## config.mk

```make
export PLATFORM = sky130hd
export DESIGN_NAME = operand_fetch
export DESIGN_NICKNAME = d
export VERILOG_FILES = /design/src/rtl/operand_fetch.sv
export SDC_FILE = /design/constraint.sdc
export NUM_CORES = 1
export LEC_CHECK = 0
export CAP_MARGIN = 5
export CORE_ASPECT_RATIO = 1.25
export CORE_MARGIN = 1
export CORE_UTILIZATION = 45
export CTS_BUF_LIST = sky130_fd_sc_hd__clkbuf_2
export DETAILED_ROUTE_END_ITERATION = 7
export PLACE_DENSITY = 0.83
export SETUP_SLACK_MARGIN = 0.5
export SYNTH_ARGS = -nofsm -noshare
export SYNTH_HDL_FRONTEND = slang
export SYNTH_SLANG_ARGS = --single-unit
```

## constraint.sdc

```tcl
create_clock -name clk_i -period 4.4 [get_ports clk_i]
set_clock_uncertainty 0.05 [all_clocks]
set_input_delay 1.1 -clock clk_i [delete_from_list [all_inputs] [get_ports clk_i]]
set_output_delay 1.1 -clock clk_i [all_outputs]
set_load 0.02 [all_outputs]
```

## src/rtl/operand_fetch.sv

```systemverilog
// Operand fetch stage: decodes source/dest registers, tracks pending writes in a
// scoreboard, stalls on RAW hazards. Define OPERAND_FETCH_BYPASS_EN to forward writeback data.
module operand_fetch #(
  parameter int  DATA_WIDTH   = 32,
  parameter int  NUM_REGISTER = 32,
  localparam int AddrWidth    = $clog2(NUM_REGISTER)
) (
  input  logic                  clk_i,
  input  logic                  rst_i,
  input  logic                  instr_valid_i,
  input  logic [31:0]           instr_i,
  input  logic [31:0]           pc_i,
  output logic                  instr_ready_o,
  output logic [AddrWidth-1:0]  rs1_addr_o,
  output logic [AddrWidth-1:0]  rs2_addr_o,
  input  logic [DATA_WIDTH-1:0] rs1_data_i,
  input  logic [DATA_WIDTH-1:0] rs2_data_i,
  input  logic                  wb_valid_i,
  input  logic [AddrWidth-1:0]  wb_addr_i,
  input  logic [DATA_WIDTH-1:0] wb_data_i,
  output logic                  ex_valid_o,
  input  logic                  ex_ready_i,
  output logic [31:0]           ex_pc_o,
  output logic [31:0]           ex_instr_o,
  output logic [DATA_WIDTH-1:0] ex_rs1_o,
  output logic [DATA_WIDTH-1:0] ex_rs2_o,
  output logic [AddrWidth-1:0]  ex_rd_addr_o,
  output logic                  ex_rd_we_o,
  input  logic                  flush_i
);

  localparam logic [6:0] OpLui    = 7'b0110111;
  localparam logic [6:0] OpAuipc  = 7'b0010111;
  localparam logic [6:0] OpJal    = 7'b1101111;
  localparam logic [6:0] OpJalr   = 7'b1100111;
  localparam logic [6:0] OpBranch = 7'b1100011;
  localparam logic [6:0] OpLoad   = 7'b0000011;
  localparam logic [6:0] OpStore  = 7'b0100011;
  localparam logic [6:0] OpOpImm  = 7'b0010011;
  localparam logic [6:0] OpOp     = 7'b0110011;
  localparam logic [6:0] OpSystem = 7'b1110011;

  logic                    ex_valid_q, ex_valid_d;
  logic [31:0]             ex_pc_q, ex_pc_d;
  logic [31:0]             ex_instr_q, ex_instr_d;
  logic [DATA_WIDTH-1:0]   ex_rs1_q, ex_rs1_d;
  logic [DATA_WIDTH-1:0]   ex_rs2_q, ex_rs2_d;
  logic [AddrWidth-1:0]    ex_rd_q, ex_rd_d;
  logic                    ex_we_q, ex_we_d;
  logic [NUM_REGISTER-1:0] pending_q, pending_d;

  logic [6:0]            opcode;
  logic [AddrWidth-1:0]  rs1, rs2, rd;
  logic                  uses_rs1, uses_rs2, writes_rd;
  logic                  src1_live, src2_live;
  logic                  fwd1, fwd2;
  logic                  hazard, accept;
  logic [DATA_WIDTH-1:0] op1, op2;

  assign opcode     = instr_i[6:0];
  assign rs1        = instr_i[15 +: AddrWidth];
  assign rs2        = instr_i[20 +: AddrWidth];
  assign rd         = instr_i[7 +: AddrWidth];
  assign rs1_addr_o = rs1;
  assign rs2_addr_o = rs2;

  always_comb begin
    uses_rs1  = 1'b1;
    uses_rs2  = 1'b0;
    writes_rd = 1'b0;
    case (opcode)
      OpLui, OpAuipc, OpJal: uses_rs1 = 1'b0;
      default:               uses_rs1 = 1'b1;
    endcase
    case (opcode)
      OpBranch, OpStore, OpOp: uses_rs2 = 1'b1;
      default:                 uses_rs2 = 1'b0;
    endcase
    case (opcode)
      OpLui, OpAuipc, OpJal, OpJalr, OpLoad, OpOpImm, OpOp, OpSystem:
        writes_rd = (rd != '0);
      default:
        writes_rd = 1'b0;
    endcase
  end

  assign src1_live = uses_rs1 && (rs1 != '0);
  assign src2_live = uses_rs2 && (rs2 != '0);

`ifdef OPERAND_FETCH_BYPASS_EN
  assign fwd1 = wb_valid_i && (wb_addr_i == rs1) && (rs1 != '0);
  assign fwd2 = wb_valid_i && (wb_addr_i == rs2) && (rs2 != '0);
`else
  assign fwd1 = 1'b0;
  assign fwd2 = 1'b0;
`endif

  // Hazard is qualified by instr_valid_i so an idle bus never affects readiness.
  assign hazard = instr_valid_i &&
                  ((src1_live && pending_q[rs1] && !fwd1) ||
                   (src2_live && pending_q[rs2] && !fwd2));

  assign instr_ready_o = !hazard && !flush_i && (!ex_valid_q || ex_ready_i);
  assign accept        = instr_valid_i && instr_ready_o;

  assign op1 = src1_live ? (fwd1 ? wb_data_i : rs1_data_i) : '0;
  assign op2 = src2_live ? (fwd2 ? wb_data_i : rs2_data_i) : '0;

  always_comb begin
    ex_valid_d = ex_valid_q;
    ex_pc_d    = ex_pc_q;
    ex_instr_d = ex_instr_q;
    ex_rs1_d   = ex_rs1_q;
    ex_rs2_d   = ex_rs2_q;
    ex_rd_d    = ex_rd_q;
    ex_we_d    = ex_we_q;
    if (flush_i) begin
      ex_valid_d = 1'b0;
    end else if (accept) begin
      ex_valid_d = 1'b1;
      ex_pc_d    = pc_i;
      ex_instr_d = instr_i;
      ex_rs1_d   = op1;
      ex_rs2_d   = op2;
      ex_rd_d    = rd;
      ex_we_d    = writes_rd;
    end else if (ex_valid_q && ex_ready_i) begin
      ex_valid_d = 1'b0;
    end
  end

  // Clears apply first so a same-edge set on the same register wins.
  always_comb begin
    pending_d = pending_q;
    if (wb_valid_i && (wb_addr_i != '0))
      pending_d[wb_addr_i] = 1'b0;
    if (flush_i && ex_valid_q && ex_we_q)
      pending_d[ex_rd_q] = 1'b0;
    if (accept && writes_rd)
      pending_d[rd] = 1'b1;
    pending_d[0] = 1'b0;
  end

  always_ff @(posedge clk_i) begin
    if (rst_i) begin
      ex_valid_q <= 1'b0;
      ex_pc_q    <= '0;
      ex_instr_q <= '0;
      ex_rs1_q   <= '0;
      ex_rs2_q   <= '0;
      ex_rd_q    <= '0;
      ex_we_q    <= 1'b0;
      pending_q  <= '0;
    end else begin
      ex_valid_q <= ex_valid_d;
      ex_pc_q    <= ex_pc_d;
      ex_instr_q <= ex_instr_d;
      ex_rs1_q   <= ex_rs1_d;
      ex_rs2_q   <= ex_rs2_d;
      ex_rd_q    <= ex_rd_d;
      ex_we_q    <= ex_we_d;
      pending_q  <= pending_d;
    end
  end

  assign ex_valid_o   = ex_valid_q;
  assign ex_pc_o      = ex_pc_q;
  assign ex_instr_o   = ex_instr_q;
  assign ex_rs1_o     = ex_rs1_q;
  assign ex_rs2_o     = ex_rs2_q;
  assign ex_rd_addr_o = ex_rd_q;
  assign ex_rd_we_o   = ex_we_q;

endmodule

```

==> impl_metrics.py <==
metrics = {
    "clocking": {
        "cts_max_level": 4,
        "clkLatencyLatePin_ns": 0.76,
        "cts_root_buffer": "clkbuf_2",
        "numCtsBuffers": 17,
        "ctsHoldBuffers": 0,
        "clockBufferDepth": 2,
        "path_clk_slew_ns": 0.23,
        "clock_sinks": 161,
        "cts_tree": "yes",
    },
    "flow_run": {
        "max_cap_viol_count": 0,
    },
    "place": {
        "routabilityCongestion": 0.928,
        "post_dp_cell_area_mm2": 0.0110,
        "port_buffers": 284,
        "dp_slack_ns": -0.426,
        "dpl.hpwl_um": 18200,
    },
    "sta": {
        "hold_viol_final": 0,
        "slew_violations": 0,
        "finalCriticalPeriod_ns": 3.96,
        "worst_slack_ns": 0.444,
        "holdWs_ns": 0.422,
        "clock.fmax_mhz": 253,
        "finalSetupViolations": 0,
        "rsz0062_at_grt": "false",
        "slew_headroom_pct": 29.5,
        "worst_pin_slew_ns": 1.06,
        "timing.final.crit_share_pct": 89.9,
    },
    "final_layout": {
        "final-seq-area_mm2": 0.00322,
        "nets": 1392,
        "layout_commonest_cell": "clkdlybuf4s50_1",
        "n_fill_cell": 1442,
        "layout-drive-gt1-share_pct": 12.0,
        "final_area_mm2": 0.0115,
        "final_cell_mix": "clkdlybuf4s50_1 (272), dfxtp_1 (161), nand3_1 (135)",
        "area_growth_pct": 44.5,
        "multi_input_area_mm2": 0.00440,
    },
    "floorplanning": {
        "fp.dieArea_mm2": 0.0183,
        "num_rows": 54,
        "core_area_mm2": 0.0174,
        "dieHeight_um": 151,
        "initial_core_util_pct": 45.8,
        "die_x_um": 121,
        "ioPinCount": 317,
    },
    "setup_path": {
        "start_kind": "input port",
        "rr_startpoint": "pending_q[15]",
        "cp_max_fo": 8,
        "required_ns": 3.25,
        "crit_type": "in -> out",
        "reg2reg_setup_slack_ns": 1.08,
        "critPathBufInv": 3,
        "worstSetupStartpoint": "instr_i[20]",
        "crit_chain": "buf_4, buf_12, mux4_2, o22ai_4, nor4_4, a31oi_1, nand2_2, a21boi_2, buf_6",
        "cp_slowest_stage_delay_ns": 0.53,
        "cpMaxStageDelayCell": "mux4_2",
        "crit_family": "compound AO/OA/AOI/OAI gates",
        "end_kind": "output pin",
        "crit_arrival_ns": 2.81,
    },
    "logic_synthesis": {
        "yosysUniqueCellTypes": 58,
        "synthXorXnorAreaFrac_pct": 0,
        "ys_warn_count": 0,
        "syn_area_mm2": 0.00799,
        "synth_compound_area_share_pct": 21.6,
        "synth_nets": 1147,
        "synth_mux_area_share_pct": 4.28,
        "synth_simple_gate_area_share_pct": 26.9,
        "yosys_register_bits": 161,
        "async_flop_share_pct": 0,
        "synthCells": 976,
        "synth.avg_cell_area_um2": 8.18,
        "synth_edf_count": 0,
        "synth_fa_ha_area_share_pct": 0,
        "ys.flop_type": "dfxtp_1",
        "seq_area_frac_synth_pct": 40.4,
        "synth_top_family_by_area": "simple AND/OR/NAND/NOR gates",
    },
    "routing": {
        "wl_met1_um": 10700,
        "vias": 8667,
        "drc": 0,
        "wl_met2_um": 13200,
        "wl_met3_um": 2780,
        "topRoutingLayerUsed": "met4",
        "drtIter0Drc": 792,
        "antenna_left": 0,
        "wire_per_inst_um": 19.0,
        "dr.pass1.iters": 6,
        "vias_per_cell": 5.94,
        "routed_wl_um": 27700,
    },
    "min_path": {
        "hp-start": "ex_rs2_o[28]",
        "min_path_type": "reg -> reg",
    },
    "pwr": {
        "powerDensity_mw_per_mm2": 266,
        "vdd_ir_drop_max_uv": 186,
        "power_mw": 3.07,
        "p_leak_nw": 3.92,
    },
    "run_status": {
        "status": "complete, no violations",
    },
    "grt": {
        "grt-ovfl-total": 0,
        "grt_pass1_wl_um": 42100,
        "antenna_found_initial": 1,
        "grt_max_degree": 72,
        "grt_pass1_vias": 8133,
        "grtUsageTotal_pct": 29.3,
    },
}
==> cells in the mapped netlist, types with 10 or more instances <==
library cell / instances / area share [%]
nand4_1: 10 / 0.78
nor3b_1: 71 / 6.7
buf_4: 15 / 1.4
nand3_1: 135 / 8.5
dfxtp_1: 161 / 40
nor2b_1: 12 / 0.94
o21ai_0: 131 / 8.2
buf_2: 15 / 0.94
nand2b_1: 19 / 1.5
o2111ai_1: 14 / 1.5
a21oi_1: 64 / 4.0
clkbuf_1: 76 / 3.6
nor2_1: 14 / 0.66
o41ai_2: 11 / 2.2
nand2_1: 103 / 4.8
==> routing by layer <==
metal / track usage (%) / vias up
met4: 14.0 / 0
li1: - / 4032
met2: 47.0 / 467
met5: 0 / -
met3: 9.71 / 83
met1: 35.1 / 4085
==> sequential cells by signal (all words and copies together) (netlist names) <==
signal and cells:
ex_pc_o 32, ex_valid_o 1, ex_rs2_o 32, pending_q 31
ex_rs1_o 32, ex_instr_o 32, ex_rd_we_o 1
==> kinds of logic (layout without fill, tap and decap cells) <==
family,count (synthesis),after routing
and+or+nand+nor,397,397
AOI/OAI and AO/OA,273,273
DFF,161,161
buffers and inverters,123,381
muxes,22,22
other,0,2
==> where the power goes <==
group	leakage (nW)	switching, mW	internal [mW]	total [mW]
logic	2.46	0.365	0.310	0.675
clock network	0.147	0.614	0.239	0.853
registers	1.31	0.0296	1.51	1.54
==> tightest hold or removal path, stage by stage (launching register included) <==
cell and delay [ns]:
dfxtp_1 0.36, nand2_1 0.05, o21ai_0 0.06
==> repair_timing <==
action | 4_1_cts | 5_1_grt
setup buffers | 9 | 4
hold endpoints to repair | 0 | 0
pin swaps | 12 | 12
endpoints found under the setup margin | 1 | 1
gates resized for setup | 43 | 25
cloned | 1 | 0
==> through the flow <==
| step | cells | utilization [%] | TNS (ns) |
|---|---|---|---|
| floorplan | 976 | - | 0 |
| global placement | 1412 | 63.3 | -3.76 |
| detailed placement | 1412 | 63.3 | -4.92 |
| CTS | 1454 | 65.3 | 0 |
| global route | 1459 | 66.2 | 0 |
| finish | 1460 | 66.2 | 0 |
==> layout make-up <==
class	count	area share [%]
Antenna cell	2	0.0434
Clock buffer	18	0.781
Clock inverter	14	1.38
Inverter	9	0.293
Multi-Input combinational cell	692	38.1
Sequential cell	161	27.9
Tap cell	224	2.43
Timing Repair Buffer	340	29.0
==> path summary, 6_finish.rpt <==
kind              depth (start not counted)       endpoint
setup / recovery                          9  instr_ready_o
hold / removal                            2   ex_rs2_o[28]
setup reg to reg                         10  pending_q[14]
hold reg to reg                           2   ex_rs2_o[28]
(Power assumes the default switching activity.)
